### config.mk
export PLATFORM = sky130hd
export DESIGN_NAME = rf_writeback_unit_flat
export DESIGN_NICKNAME = d
export VERILOG_FILES = /design/src/rtl/rf_writeback_unit_if.sv /design/src/rtl/rf_writeback_unit.sv /design/src/flat_wrapper.sv
export SDC_FILE = /design/constraint.sdc
export NUM_CORES = 1
export LEC_CHECK = 0
export ABC_AREA = 1
export BUFFER_PORTS_ARGS = -buffer_cell sky130_fd_sc_hd__buf_2
export CAP_MARGIN = 20
export CORE_ASPECT_RATIO = 0.6
export CORE_MARGIN = 2
export CORE_UTILIZATION = 45
export CTS_CLUSTER_DIAMETER = 40
export DETAILED_ROUTE_END_ITERATION = 6
export HOLD_SLACK_MARGIN = 0.12
export PLACE_DENSITY = 0.66
export RECOVER_POWER = 100
export SYNTH_ARGS = -nofsm -noshare
export SYNTH_HDL_FRONTEND = slang
export SYNTH_SLANG_ARGS = --single-unit
export TNS_END_PERCENT = 10
### constraint.sdc
create_clock -name clk -period 11.05 [get_ports clk]
set_input_delay 0.5525 -clock clk [delete_from_list [all_inputs] [get_ports clk]]
set_output_delay 0.5525 -clock clk [all_outputs]
set_load 0.02 [all_outputs]
### src/rtl/rf_writeback_unit_if.sv
// Bundle of issue, result-source and register-file write signals for the writeback unit.
// The master side is decode plus the result sources. The slave side is the writeback unit.
interface rf_writeback_unit_if #(
  parameter int DEPTH = 4
);
  localparam int CW = $clog2(DEPTH) + 1;

  logic          issue_valid;
  logic [4:0]    issue_rd;
  logic          issue_ready;

  logic          a_valid;
  logic [4:0]    a_rd;
  logic [63:0]   a_data;
  logic          a_ready;

  logic          m_valid;
  logic [4:0]    m_rd;
  logic [63:0]   m_data;
  logic          m_ready;

  logic          we;
  logic [4:0]    wr_addr;
  logic [63:0]   wr_data;
  logic [31:0]   pending;
  logic [CW-1:0] fifo_count;

  modport master (
    output issue_valid, issue_rd,
    output a_valid, a_rd, a_data,
    output m_valid, m_rd, m_data,
    input  issue_ready, a_ready, m_ready,
    input  we, wr_addr, wr_data, pending, fifo_count
  );

  modport slave (
    input  issue_valid, issue_rd,
    input  a_valid, a_rd, a_data,
    input  m_valid, m_rd, m_data,
    output issue_ready, a_ready, m_ready,
    output we, wr_addr, wr_data, pending, fifo_count
  );
endinterface

### src/rtl/rf_writeback_unit.sv
// Register-file write front end. It merges ALU and memory/multiply results and buffers the M results.
// It stops M from starving and keeps a per-register pending scoreboard for decode.
module rf_writeback_unit #(
  parameter int DEPTH        = 4,
  parameter int STARVE_LIMIT = 4
) (
  input  logic clk,
  input  logic rst,
  rf_writeback_unit_if.slave bus
);
  localparam int AW = $clog2(DEPTH);
  localparam int CW = AW + 1;
  localparam logic [7:0]    STARVE_MAX = 8'(STARVE_LIMIT);
  localparam logic [CW-1:0] FULL_CNT   = CW'(DEPTH);

  logic [4:0]    fifo_rd   [DEPTH];
  logic [63:0]   fifo_data [DEPTH];
  logic [AW-1:0] wr_ptr;
  logic [AW-1:0] rd_ptr;
  logic [CW-1:0] count;
  logic [7:0]    starve_cnt;
  logic [7:0]    starve_next;

  logic          fifo_empty;
  logic          fifo_full;
  logic          force_m;
  logic          a_win;
  logic          pop;
  logic          push;

  logic          sel_valid;
  logic [4:0]    sel_rd;
  logic [63:0]   sel_data;
  logic          we_next;

  logic          we_q;
  logic [4:0]    wr_addr_q;
  logic [63:0]   wr_data_q;
  logic [31:0]   pending_q;
  logic [31:0]   pending_next;
  logic          issue_fire;

  always_comb begin
    fifo_empty = (count == '0);
    fifo_full  = (count == FULL_CNT);
    force_m    = (starve_cnt == STARVE_MAX) && !fifo_empty;
    a_win      = bus.a_valid && !force_m;
    pop        = !fifo_empty && (force_m || !bus.a_valid);
    push       = bus.m_valid && !fifo_full;
    issue_fire = bus.issue_valid && !pending_q[bus.issue_rd];
  end

  // A has priority unless M has been starved. A write to x0 is consumed but not enabled.
  always_comb begin
    sel_valid = 1'b0;
    sel_rd    = '0;
    sel_data  = '0;
    if (a_win) begin
      sel_valid = 1'b1;
      sel_rd    = bus.a_rd;
      sel_data  = bus.a_data;
    end else if (pop) begin
      sel_valid = 1'b1;
      sel_rd    = fifo_rd[rd_ptr];
      sel_data  = fifo_data[rd_ptr];
    end
    we_next = sel_valid && (sel_rd != 5'd0);
  end

  always_comb begin
    starve_next = starve_cnt;
    if (fifo_empty || pop)
      starve_next = '0;
    else if (a_win && (starve_cnt != STARVE_MAX))
      starve_next = starve_cnt + 8'd1;
  end

  // Issue and completion never hit the same register in one cycle, so the order here does not matter.
  always_comb begin
    pending_next = pending_q;
    if (we_next)
      pending_next[sel_rd] = 1'b0;
    if (issue_fire && (bus.issue_rd != 5'd0))
      pending_next[bus.issue_rd] = 1'b1;
  end

  always_ff @(posedge clk) begin
    if (push) begin
      fifo_rd[wr_ptr]   <= bus.m_rd;
      fifo_data[wr_ptr] <= bus.m_data;
    end
  end

  always_ff @(posedge clk or posedge rst) begin
    if (rst) begin
      wr_ptr     <= '0;
      rd_ptr     <= '0;
      count      <= '0;
      starve_cnt <= '0;
    end else begin
      if (push)
        wr_ptr <= wr_ptr + 1'b1;
      if (pop)
        rd_ptr <= rd_ptr + 1'b1;
      case ({push, pop})
        2'b10:   count <= count + 1'b1;
        2'b01:   count <= count - 1'b1;
        default: count <= count;
      endcase
      starve_cnt <= starve_next;
    end
  end

  always_ff @(posedge clk or posedge rst) begin
    if (rst) begin
      we_q      <= 1'b0;
      wr_addr_q <= '0;
      wr_data_q <= '0;
      pending_q <= '0;
    end else begin
      we_q      <= we_next;
      pending_q <= pending_next;
      if (sel_valid) begin
        wr_addr_q <= sel_rd;
        wr_data_q <= sel_data;
      end
    end
  end

  assign bus.issue_ready = !pending_q[bus.issue_rd];
  assign bus.a_ready     = !force_m;
  assign bus.m_ready     = !fifo_full;
  assign bus.we          = we_q;
  assign bus.wr_addr     = wr_addr_q;
  assign bus.wr_data     = wr_data_q;
  assign bus.pending     = pending_q;
  assign bus.fifo_count  = count;
endmodule
### src/flat_wrapper.sv
// flat-port wrapper written by rule: the top's interface ports become plain ports
module rf_writeback_unit_flat 
#(
  parameter int DEPTH        = 4,
  parameter int STARVE_LIMIT = 4
)
  (clk, rst, bus_issue_valid, bus_issue_rd, bus_a_valid, bus_a_rd, bus_a_data, bus_m_valid, bus_m_rd, bus_m_data, bus_issue_ready, bus_a_ready, bus_m_ready, bus_we, bus_wr_addr, bus_wr_data, bus_pending, bus_fifo_count);
  rf_writeback_unit_if #(.DEPTH(DEPTH)) bus_i ();
  input  logic clk;
  input  logic rst;
  input wire logic [$bits(bus_i.issue_valid)-1:0] bus_issue_valid;
  input wire logic [$bits(bus_i.issue_rd)-1:0] bus_issue_rd;
  input wire logic [$bits(bus_i.a_valid)-1:0] bus_a_valid;
  input wire logic [$bits(bus_i.a_rd)-1:0] bus_a_rd;
  input wire logic [$bits(bus_i.a_data)-1:0] bus_a_data;
  input wire logic [$bits(bus_i.m_valid)-1:0] bus_m_valid;
  input wire logic [$bits(bus_i.m_rd)-1:0] bus_m_rd;
  input wire logic [$bits(bus_i.m_data)-1:0] bus_m_data;
  output wire logic [$bits(bus_i.issue_ready)-1:0] bus_issue_ready;
  output wire logic [$bits(bus_i.a_ready)-1:0] bus_a_ready;
  output wire logic [$bits(bus_i.m_ready)-1:0] bus_m_ready;
  output wire logic [$bits(bus_i.we)-1:0] bus_we;
  output wire logic [$bits(bus_i.wr_addr)-1:0] bus_wr_addr;
  output wire logic [$bits(bus_i.wr_data)-1:0] bus_wr_data;
  output wire logic [$bits(bus_i.pending)-1:0] bus_pending;
  output wire logic [$bits(bus_i.fifo_count)-1:0] bus_fifo_count;
  assign bus_i.issue_valid = bus_issue_valid;
  assign bus_i.issue_rd = bus_issue_rd;
  assign bus_i.a_valid = bus_a_valid;
  assign bus_i.a_rd = bus_a_rd;
  assign bus_i.a_data = bus_a_data;
  assign bus_i.m_valid = bus_m_valid;
  assign bus_i.m_rd = bus_m_rd;
  assign bus_i.m_data = bus_m_data;
  assign bus_issue_ready = bus_i.issue_ready;
  assign bus_a_ready = bus_i.a_ready;
  assign bus_m_ready = bus_i.m_ready;
  assign bus_we = bus_i.we;
  assign bus_wr_addr = bus_i.wr_addr;
  assign bus_wr_data = bus_i.wr_data;
  assign bus_pending = bus_i.pending;
  assign bus_fifo_count = bus_i.fifo_count;
  rf_writeback_unit #(.DEPTH(DEPTH), .STARVE_LIMIT(STARVE_LIMIT)) u_core (.clk(clk), .rst(rst), .bus(bus_i));
endmodule
# Word-level counts from Yosys, hierarchy flattened
# Memory sizes are Yosys's and may differ from the RTL's.
# Index checks and enable logic that the tools add are counted.
# W data, S select, Z words.
[totals]
input_bits = 148
n_memories = 2
ramBits = 276
word_cells = 68
ff_bits = 117
[classes]
muxes = 19
magnitude_cmp = 4
n_eq_ne = 5
bitwise = 3
reduce_logical = 22
addsub = 5
[mem_list]
columns = ["name", "words", "word_bits", "read_ports", "rd_clocked_by_memory_dff", "wr", "line_no", "text"]
rows = [
  ["u_core.fifo_data", 4, 64, 1, 0, 1, "rf_writeback_unit.sv:17", "logic [63:0] fifo_data [DEPTH];"],
  ["u_core.fifo_rd", 4, 5, 1, 0, 1, "rf_writeback_unit.sv:16", "logic [4:0] fifo_rd [DEPTH];"],
]
[ops]
columns = ["cell", "n"]
rows = [
  ["$mux W64", 2],
  ["$mux W32", 2],
  ["$and A32 B32 Y32", 1],
  ["$not A32 Y32", 1],
  ["$or A32 B32 Y32", 1],
  ["$mux W8", 2],
  ["$lt A5 B6 Y1 const B", 2],
  ["$demux W1 S5", 2],
  ["$ge A5 B1 Y1 const B", 2],
  ["$logic_and A1 B1 Y1", 10],
  ["$mux W5", 2],
  ["$reduce_bool A5 Y1", 2],
  ["$add A8 B1 Y8 const B", 1],
  ["$eq A8 B3 Y1 const B", 1],
  ["$ne A8 B3 Y1 const B", 1],
  ["$mux W1", 7],
  ["$pmux W3 S2", 1],
  ["$bmux W1 S5", 1],
  ["$logic_not A1 Y1", 5],
  ["$add A2 B1 Y2 const B", 2],
  ["$reduce_bool A2 Y1", 2],
  ["$add A3 B1 Y3 const B", 1],
  ["$eq A3 B3 Y1 const B", 1],
  ["$logic_not A3 Y1", 1],
  ["4 further kinds", 5],
]

# Depth between registers and ports, before layout
# Gate-level depths: netlist (run 1).
[depth]
ltp_word = 16
mapped_depth = 14

# Worst setup path after synthesis (run 1)
# No wires, ideal clock.
[synth_timing]
path_kind = "reg-to-reg"
from = "register u_core.count[0] (netlist: u_core.bus.fifo_count[0])"
to = "memory u_core.fifo_data[0][0] (enable)"
n_path_buf = 0
path_slack_ps = 6666
arrival_time_ps = 3887
path_stages_with_launch = 5
path_cell_list = "dfrtp_1 -> nor2_2 -> nand2_1 -> nand2_1 -> nor2_1"
[synth_between]
elab_chain_cells = 5
[synth_rtl]
columns = ["element", "line_no", "text"]
rows = [
  ["from (decl)", "rf_writeback_unit.sv:20", "logic [CW-1:0] count;"],
  ["from (signal assigned)", "rf_writeback_unit.sv:106", "2'b10: count <= count + 1'b1;"],
  ["from (signal assigned)", "rf_writeback_unit.sv:107", "2'b01: count <= count - 1'b1;"],
  ["from (signal assigned)", "rf_writeback_unit.sv:108", "default: count <= count;"],
  ["$eq A3 B3 Y1", "rf_writeback_unit.sv:45", "fifo_full = (count == FULL_CNT);"],
  ["$logic_not A1 Y1", "n/a", ""],
  ["net bus_m_ready", "flat_wrapper.sv:21", "output wire logic [$bits(bus_i.m_ready)-1:0] bus_m_ready;"],
  ["$logic_and A1 B1 Y1", "rf_writeback_unit.sv:49", "push = bus.m_valid && !fifo_full;"],
  ["$mux W1", "rf_writeback_unit.sv:88", "if (push) begin"],
  ["$mux W1 (not written as such)", "rf_writeback_unit.sv:90", "fifo_data[wr_ptr] <= bus.m_data;"],
  ["to (decl)", "rf_writeback_unit.sv:17", ""],
]
# The timed path passes the listed nets, and every way through them passes these cells.

# Worst setup path after layout (run 1)
[layout_timing]
from = "register u_core.rd_ptr[0]"
to = "register u_core.pending_q[28] (netlist: u_core.bus.pending[28])"
[layout_between]
elab_chain_cells = 12
elab_cells_between_ends = 15
classes_between = "order compare: 2; mux: 6; bitwise: 3; reduce/logical: 3; memory: 1"
[layout_rtl]
columns = ["element", "line_no", "text"]
rows = [
  ["from (decl)", "rf_writeback_unit.sv:19", "logic [AW-1:0] rd_ptr;"],
  ["from (signal assigned)", "rf_writeback_unit.sv:104", "rd_ptr <= rd_ptr + 1'b1;"],
  ["$mem_v2 Z4 W5 (*)", "n/a", ""],
  ["$mux W5 (*)", "rf_writeback_unit.sv:62", "end else if (pop) begin"],
  ["$mux W5 (*)", "rf_writeback_unit.sv:58", "if (a_win) begin"],
  ["$lt A5 B6 Y1 (not written as such) / $ge A5 B1 Y1 (equally long branches)", "rf_writeback_unit.sv:82", "pending_next[sel_rd] = 1'b0;"],
  ["$logic_and A1 B1 Y1 (not written as such)", "rf_writeback_unit.sv:82", ""],
  ["$mux W1 (not written as such)", "rf_writeback_unit.sv:82", ""],
  ["$demux W1 S5", "n/a", ""],
  ["$not A32 Y32 (no source line)", "n/a", ""],
  ["$and A32 B32 Y32 (no source line)", "n/a", ""],
  ["$mux W32 (*)", "rf_writeback_unit.sv:81", "if (we_next)"],
  ["$or A32 B32 Y32 (no source line)", "n/a", ""],
  ["$mux W32 (*)", "rf_writeback_unit.sv:83", "if (issue_fire && (bus.issue_rd != 5'd0))"],
  ["net u_core.pending_next[28]", "rf_writeback_unit.sv:40", "logic [31:0] pending_next;"],
  ["to (signal assigned)", "rf_writeback_unit.sv:122", "pending_q <= pending_next;"],
  ["to (decl)", "rf_writeback_unit.sv:39", "logic [31:0] pending_q;"],
]
# Mark *: on every way through the listed nets, which the timed path passes. The rest lies on a longest branch.
# A chain may end at the register's enable or synchronous reset.

==> results.sh, run 1 <==
export IMPL_final_stage_net_count=1866
export IMPL_detail_route_first_pass_iterations=5
export IMPL_critPathMostFrequentCell="nand2_1"
export IMPL_worst_hold_path_type="primary input to flip-flop"
export IMPL_die_y_um=150
export IMPL_floorplan_rows=53
export IMPL_antenna_left=0
export IMPL_post_route_cells_drive_above_1_share_pct=9.86
export IMPL_worst_ep_arrival_time_ps=6340
export IMPL_final_min_period_over_clock_period_pct=53.5
export IMPL_setup_total_negative_slack_ps=0
export IMPL_synth_simple_gate_area_share_pct=18.5
export IMPL_synth_compound_area_share_pct=6.63
export IMPL_hpwl_mm=24.9
export IMPL_io_pin_count=256
export IMPL_period_minus_slack_ps=5920
export IMPL_synth_top_family_by_area="simple AND/OR/NAND/NOR gates"
export IMPL_postSynthNetCount=1629
export IMPL_placedInstanceArea_sq_mm=0.0178
export IMPL_final_setup_worst_slack_ps=5130
export IMPL_detailroute_wirelength_met3_mm=2.84
export IMPL_post_cts_resize_count=0
export IMPL_worstMarginPinSlew_ps=4150
export IMPL_path_max_fanout=87
export IMPL_area_delta_synth_final_pct=17.8
export IMPL_report_power_total_w=0.00530
export IMPL_quantity_of_i_o_buffers_inserted_on_ports=255
export IMPL_clock_path_buffers=3
export IMPL_antenna_violations_before_repair=6
export IMPL_worst_setup_path_end_kind="flip-flop"
export IMPL_finalHoldWorstSlack_ps=231
export IMPL_yosys_area_share_adder_pct=0.669
export IMPL_yosys_mux_area_fraction_pct=0
export IMPL_ctsHtreeMaxLevel=2
export IMPL_via_count_of_the_first_global_routing_pass=11071
export IMPL_timing_critical_path_slowest_stage_cell="dfrtp_1"
export IMPL_vias=11587
export IMPL_power_density_cell_area_mw_per_mm2=280
export IMPL_hold_violations=0
export IMPL_tritoncts_num_buffers=44
export IMPL_cts_tree="built"
export IMPL_critical_path_class="flip-flop to flip-flop"
export IMPL_postCtsSetupBuffers=0
export IMPL_violations_in_the_final_reports="max-capacitance violations, max-slew violations"
export IMPL_drv_max_cap_violation_count=10
export IMPL_via_per_inst=5.23
export IMPL_timing_hold_worst_path_depth=3
export IMPL_synth_warnings=0
export IMPL_preCtsSetupSlack_ps=7830
export IMPL_synth_seq_cells=393
export IMPL_run_status="finished with violations"
export IMPL_final_area_sq_mm=0.0190
export IMPL_routed_wl_met2_mm=18.0
export IMPL_total_leakage_power_nw=7.60
export IMPL_ir_drop_worst_vdd_v=0.000131
export IMPL_post_synth_xor_area_fraction_pct=0.327
export IMPL_synthesized_area_divided_by_synthesized_cell_count_sq_um=10.9
export IMPL_cp_buffers_inverters=2
export IMPL_core_region_area_sq_mm=0.0351
export IMPL_skew_ps=16.4
export IMPL_critical_path_start_type="flip-flop"
export IMPL_clock_sink_count=393
export IMPL_detail_route_iter0_violations=959
export IMPL_cp_top_family="buffers and inverters"
export IMPL_critical_path_required_ps=11470
export IMPL_drc=0
export IMPL_initial_utilization_pct=45.8
export IMPL_clock_root_buffer="clkbuf_16"
export IMPL_grt_setup_unrepaired="no"
export IMPL_drv_slew=548
export IMPL_syn_inst=1473
export IMPL_routed_top_layer="met5"
export IMPL_cp_depth=9
export IMPL_setup_viol=0
export IMPL_met1Wirelength_mm=18.3
export IMPL_critPathMaxStageDelay_ps=2090
export IMPL_die_area_sq_mm=0.0373
export IMPL_max_slew_margin_rel_pct=-177
export IMPL_worst_r2r_cell_count=9
export IMPL_die_w_um=248
export IMPL_synth_cell_types=32
export IMPL_overflow=0
export IMPL_grt_max_degree=103
export IMPL_crit_chain="clkinvlp_2 > o211ai_1 > nand2_1 > inv_1 > nor2_1 > nor2_1 > nand2_1 > o21ai_0 > nand2_1"
export IMPL_synthArstFlopShare_pct=29.8
export IMPL_fmax_ghz=0.169
export IMPL_postRouteWirelength_mm=39.9
export IMPL_yosys_most_used_dff="edfxtp_1"
export IMPL_detail_route_wl_per_cell_um=18.0
export IMPL_cell_area_after_synthesis_sq_mm=0.0161
export IMPL_synth_edf_count=276
export IMPL_ctsHoldBuffers=0
export IMPL_grt_first_pass_wirelength_mm=61.5
export IMPL_cts_clk_slew_worst_paths_ps=60
export IMPL_sequential_cell_area_fraction_in_the_yosys_report_pct=69.7
export IMPL_track_usage_pct=21.3
export IMPL_routabilityCongestion=0.905
export IMPL_worstSkewPairLatency_ps=540
## state kept, by name (all words and copies together) (netlist names)
register,cells
u_core.fifo_data,256
u_core.bus.wr_data,64
u_core.bus.pending,32
u_core.fifo_rd,20
u_core.starve_cnt,8
u_core.bus.wr_addr,5
u_core.bus.fifo_count,3
u_core.rd_ptr,2
u_core.wr_ptr,2
u_core.bus.we,1
## cells by family after synthesis
family,Yosys count
buf+inv,167
xor+xnor,6
fa+ha+maj,8
simple gates,700
flops,393
compound gates,199
## worst min-delay path, delay by kind of cell
kind / cells / cell delay [ps]
simple gates: 2 / 100
buf+inv: 1 / 70
## Yosys cell counts (2+ instances only)
| cell | number | area, sq um |
|---|---|---|
| inv_1 | 84 | 315 |
| nor2_1 | 75 | 282 |
| clkbuf_1 | 46 | 173 |
| nand4_1 | 19 | 119 |
| nor2_2 | 2 | 12.5 |
| buf_4 | 5 | 37.5 |
| a22oi_1 | 18 | 135 |
| ha_1 | 7 | 87.6 |
| dfrtp_1 | 117 | 2930 |
| a21oi_1 | 50 | 250 |
| xnor2_1 | 2 | 17.5 |
| nand2_1 | 404 | 1520 |
| xor2_1 | 4 | 35.0 |
| nor2_4 | 2 | 22.5 |
| nor3b_1 | 2 | 15.0 |
| inv_2 | 7 | 26.3 |
| o21ai_0 | 92 | 460 |
| edfxtp_1 | 276 | 8290 |
| nand3_1 | 176 | 881 |
| o22ai_1 | 18 | 113 |
| o21ai_1 | 20 | 100 |
| buf_2 | 23 | 115 |
| nand2_2 | 5 | 31.3 |
| nor3_1 | 10 | 50.1 |
| and3_1 | 2 | 12.5 |
## where the power goes
part / switching [W] / internal (W) / leakage (nW)
clock network: 0.000608 / 0.000885 / 0.722
logic: 0.00114 / 0.000420 / 2.91
registers: 0.000231 / 0.00202 / 3.96
total: 0.00198 / 0.00332 / 7.60
## path summary, 6_finish.rpt
kind	start	to	slack (ps)
max in group asynchronous	rst	u_core.bus.wr_data[5]	6500
worst min-delay path	bus_a_data[52]	u_core.bus.wr_data[52]	230
worst min register to register	u_core.bus.pending[0]	u_core.bus.pending[0]	400
worst max-delay path	u_core.rd_ptr[0]	u_core.bus.pending[28]	5130
min in group asynchronous	rst	u_core.bus.wr_data[9]	1030
worst max register to register	u_core.rd_ptr[0]	u_core.bus.pending[28]	5130
## metrics by stage
stage | cells | util (%)
after floorplan | 1473 | -
after global placement | 2131 | 50.5
after detailed placement | 2131 | 50.5
after CTS | 2211 | 54.7
after global routing | 2211 | 53.9
final | 2214 | 53.9
## layout by cell type, fill, tap and decap left out, drive strengths merged
master    instances
dfrtp           117
nand3b            1
o22ai            18
buf              85
nand2           410
inv              98
clkbuf          234
o211ai            1
ha                7
diode             3
clkinv           10
xnor2             2
edfxtp          276
nand4            19
and3              2
a21oi            50
nor2             79
xor2              4
nand3           177
bufinv            5
nor3             10
a22oi            18
o21ai           112
nor3b             2
clkinvlp          6
fa                1
## routing by layer
metal / track usage [%] / vias up
met1: 30.5 / 5581
met4: 5.60 / 8
met5: 0 / -
li1: - / 5572
met2: 32.7 / 353
met3: 5.44 / 73
## cell type report
type | count | area [sq um]
Multi-Input combinational cell | 913 | 4190
Fill cell | 3180 | 16200
Timing Repair Buffer | 266 | 1120
Clock inverter | 27 | 322
Inverter | 92 | 352
Antenna cell | 3 | 7.51
Sequential cell | 393 | 11200
Clock buffer | 53 | 1170
Tap cell | 467 | 584
No activity file was read; power rests on OpenSTA's default activity.
==> run 2: changes to the inputs <==
Settings changed: ABC_AREA 1 to 0, PLACE_DENSITY 0.66 to 0.68.
Clock period 11.05 ns to 5.3 ns, I/O delays scaled along.
==> results.sh, run 2 <==
export IMPL_postCtsSetupBuffers=0
export IMPL_via_count_of_the_first_global_routing_pass=10106
export IMPL_worst_setup_path_end_kind="flip-flop"
export IMPL_rrSetupSlack_ps=1520
export IMPL_worstSkewPairLatency_ps=540
export IMPL_violations_in_the_final_reports="max-capacitance violations, max-slew violations"
export IMPL_antenna_left=0
export IMPL_drv_max_cap_violation_count=5
export IMPL_detail_route_iter0_violations=845
export IMPL_setup_total_negative_slack_ps=0
export IMPL_synth_cell_types=44
export IMPL_worst_hold_path_type="primary input to flip-flop"
export IMPL_yosys_most_used_dff="edfxtp_1"
export IMPL_synth_edf_count=276
export IMPL_synth_top_cells_by_count="edfxtp_1, dfrtp_1, o21ai_0, nand2_1, mux2i_1"
export IMPL_detail_route_wl_per_cell_um=20.4
export IMPL_final_area_sq_mm=0.0202
export IMPL_run_status="finished with violations"
export IMPL_quantity_of_i_o_buffers_inserted_on_ports=255
export IMPL_cp_buffers_inverters=2
export IMPL_cts_clk_slew_worst_paths_ps=60
export IMPL_fillers=2761
export IMPL_clock_sink_count=393
export IMPL_total_leakage_power_nw=7.47
export IMPL_core_region_area_sq_mm=0.0350
export IMPL_worst_reg2reg_path_startpoint="u_core.bus.fifo_count[0]"
export IMPL_setup_viol=0
export IMPL_drv_slew=242
export IMPL_ir_drop_worst_vdd_v=0.000338
export IMPL_min_delay_start="bus_issue_rd[2]"
export IMPL_die_y_um=150
export IMPL_io_pin_count=256
export IMPL_layout_cells_most_common="edfxtp_1"
export IMPL_worstReg2RegEnd="u_core.fifo_data[2][30]"
export IMPL_floorplan_rows=53
export IMPL_tritoncts_num_buffers=44
export IMPL_max_slew_margin_rel_pct=-120
export IMPL_post_route_cells_drive_above_1_share_pct=17.5
export IMPL_synthesized_area_divided_by_synthesized_cell_count_sq_um=16.4
export IMPL_postRouteWirelength_mm=37.9
export IMPL_via_per_inst=5.40
export IMPL_fin_cells=1862
export IMPL_die_area_sq_mm=0.0371
export IMPL_clock_root_buffer="clkbuf_16"
export IMPL_worst_ep_arrival_time_ps=3940
export IMPL_ctsHoldBuffers=134
export IMPL_die_w_um=247
export IMPL_drc=0
export IMPL_cell_area_after_synthesis_sq_mm=0.0160
export IMPL_clock_path_buffers=3
export IMPL_grt_max_degree=109
export IMPL_most_frequently_used_cell_type_in_the_post_synthesis_netlist="edfxtp_1"
export IMPL_final_seq_area_sq_mm=0.0112
export IMPL_area_delta_synth_final_pct=26.3
export IMPL_largest_register_ffs=256
export IMPL_synth_warnings=0
export IMPL_grt_first_pass_wirelength_mm=58.6
export IMPL_final_stage_net_count=1516
export IMPL_timing_hold_worst_path_depth=4
export IMPL_fmax_ghz=0.265
export IMPL_synthArstFlopShare_pct=29.8
export IMPL_vias=10061
export IMPL_critical_path_start_type="flip-flop"
export IMPL_path_max_fanout=39
export IMPL_routabilityCongestion=0.876
export IMPL_critical_path_required_ps=5460
export IMPL_critical_path_class="flip-flop to flip-flop"
export IMPL_post_cts_resize_count=0
export IMPL_initial_utilization_pct=45.7
export IMPL_post_synth_top_area_fraction_pct=51.8
export IMPL_cts_tree="built"
export IMPL_grt_setup_unrepaired="no"
export IMPL_ctsHtreeMaxLevel=2
export IMPL_sequential_cell_area_fraction_in_the_yosys_report_pct=70.1
export IMPL_hold_violations=0
export IMPL_synth_seq_cells=393
export IMPL_syn_inst=975
export IMPL_postSynthNetCount=1131
export IMPL_timing_critical_path_slowest_stage_cell="and3_1"
export IMPL_detail_route_first_pass_iterations=5
export IMPL_largest_area_contributor_in_the_netlist="edfxtp_1"
export IMPL_multi_input_area_sq_mm=0.00446
export IMPL_overflow=0
export IMPL_hold_path_end="u_core.bus.pending[2]"
export IMPL_top_library_cells_by_usage_in_the_layout_fill_and_taps_aside="edfxtp_1, clkbuf_1, dlygate4sd3_1, dfrtp_1, o21ai_0"
export IMPL_power_density_cell_area_mw_per_mm2=524
export IMPL_worst_r2r_cell_count=4
export IMPL_instance_count_after_placement_with_tap_cells_included=1646
export IMPL_hpwl_mm=22.8
export IMPL_cp_top_family="simple AND/OR/NAND/NOR gates"
export IMPL_skew_ps=17.9
export IMPL_antenna_violations_before_repair=2
export IMPL_worstMarginPinSlew_ps=3290
export IMPL_final_min_period_over_clock_period_pct=71.3
export IMPL_placedInstanceArea_sq_mm=0.0177
export IMPL_reg_with_most_ffs="u_core.fifo_data"
export IMPL_crit_chain="inv_1 > nand3_1 > and3_1 > clkbuf_2"
export IMPL_critPathMaxStageDelay_ps=1700
export IMPL_period_minus_slack_ps=3780
export IMPL_synth_top_cells_by_area="edfxtp_1, dfrtp_1, mux4_2, mux2i_1, o21ai_0"
export IMPL_track_usage_pct=20.5
==> run 2: cell count changes in the layout (fill, tap and decap cells not counted), sizes merged, moves of 35 or more <==
| cell | delta |
|---|---|
| nand2 | -328 |
| o31ai | +35 |
| dlygate4sd3 | +134 |
| mux4 | +72 |
| mux2i | +75 |
| nand3 | -112 |
| a21oi | -50 |
| nor2 | -68 |
| inv | -85 |
==> run 2: worst min-delay path, stage by stage <==
cell     delay, ps
buf_2          150
nor3_1         130
nand3_1         80
nand3_1         60
==> run 2: area by class of cell <==
type | instances | area share, %
multi-input combinational | 509 | 22.1
clock inverter | 23 | 1.12
tap | 467 | 2.89
sequential | 393 | 55.5
antenna | 2 | 0.0248
inverter | 11 | 0.211
timing repair buffer | 401 | 12.2
clock buffer | 56 | 5.88
==> run 2: worst max-delay path by stage <==
stage	to	slack, ps	cells past startpoint	from
after CTS	bus_issue_ready	2090	5	u_core.bus.pending[23]
after detailed placement	u_core.bus.pending[10]	2300	6	u_core.rd_ptr[1]
final	u_core.fifo_data[2][30]	1520	4	u_core.bus.fifo_count[0]
after floorplan	u_core.bus.fifo_count[0]	1930	1	rst
after global routing	u_core.fifo_data[2][27]	1190	4	u_core.bus.fifo_count[1]
after global placement	u_core.bus.pending[12]	2390	6	u_core.rd_ptr[1]
==> run 2: report_power, final <==
| group | internal [W] | switching, W |
|---|---|---|
| Combinational | 0.00124 | 0.00183 |
| Sequential | 0.00408 | 0.000446 |
| Clock | 0.00174 | 0.00123 |
| Total | 0.00707 | 0.00351 |
==> run 2: logic make-up (layout without fill, tap and decap cells) <==
kind of cell             after synthesis  in the layout  share of synthesized area, %
flip-flops                           393            393                          70.1
AND/OR/NAND/NOR                      189            189                          5.53
multiplexers                         152            152                          15.2
AO/OA/AOI/OAI                        148            148                          5.87
buffers and inverters                 73            491                          1.99
XOR/XNOR                              12             12                         0.657
adder cells (fa/ha/maj)                8              8                         0.673
other                                  0              2                             0
==> run 2: routing by layer <==
layer  GRT usage, %  part of all wire (%)  up-vias
li1               -                     -     4580
met1           30.5                    46     5060
met2           31.1                    46      364
met3           4.47                   6.6       55
met4           4.94                   1.5        2
met5              0                 0.034        -
==> run 2: metrics by stage <==
step           hold WS, ps  setup slack (ps)  utilization (%)  total power [W]
2_1_floorplan          364              1930                -          0.00668
3_3_place_gp           410              2390             50.6          0.00760
3_5_place_dp           411              2300             50.6          0.00768
4_1_cts                151              2090             58.4           0.0107
5_1_grt                204              1190             57.7           0.0111
6_report               203              1520             57.7           0.0106
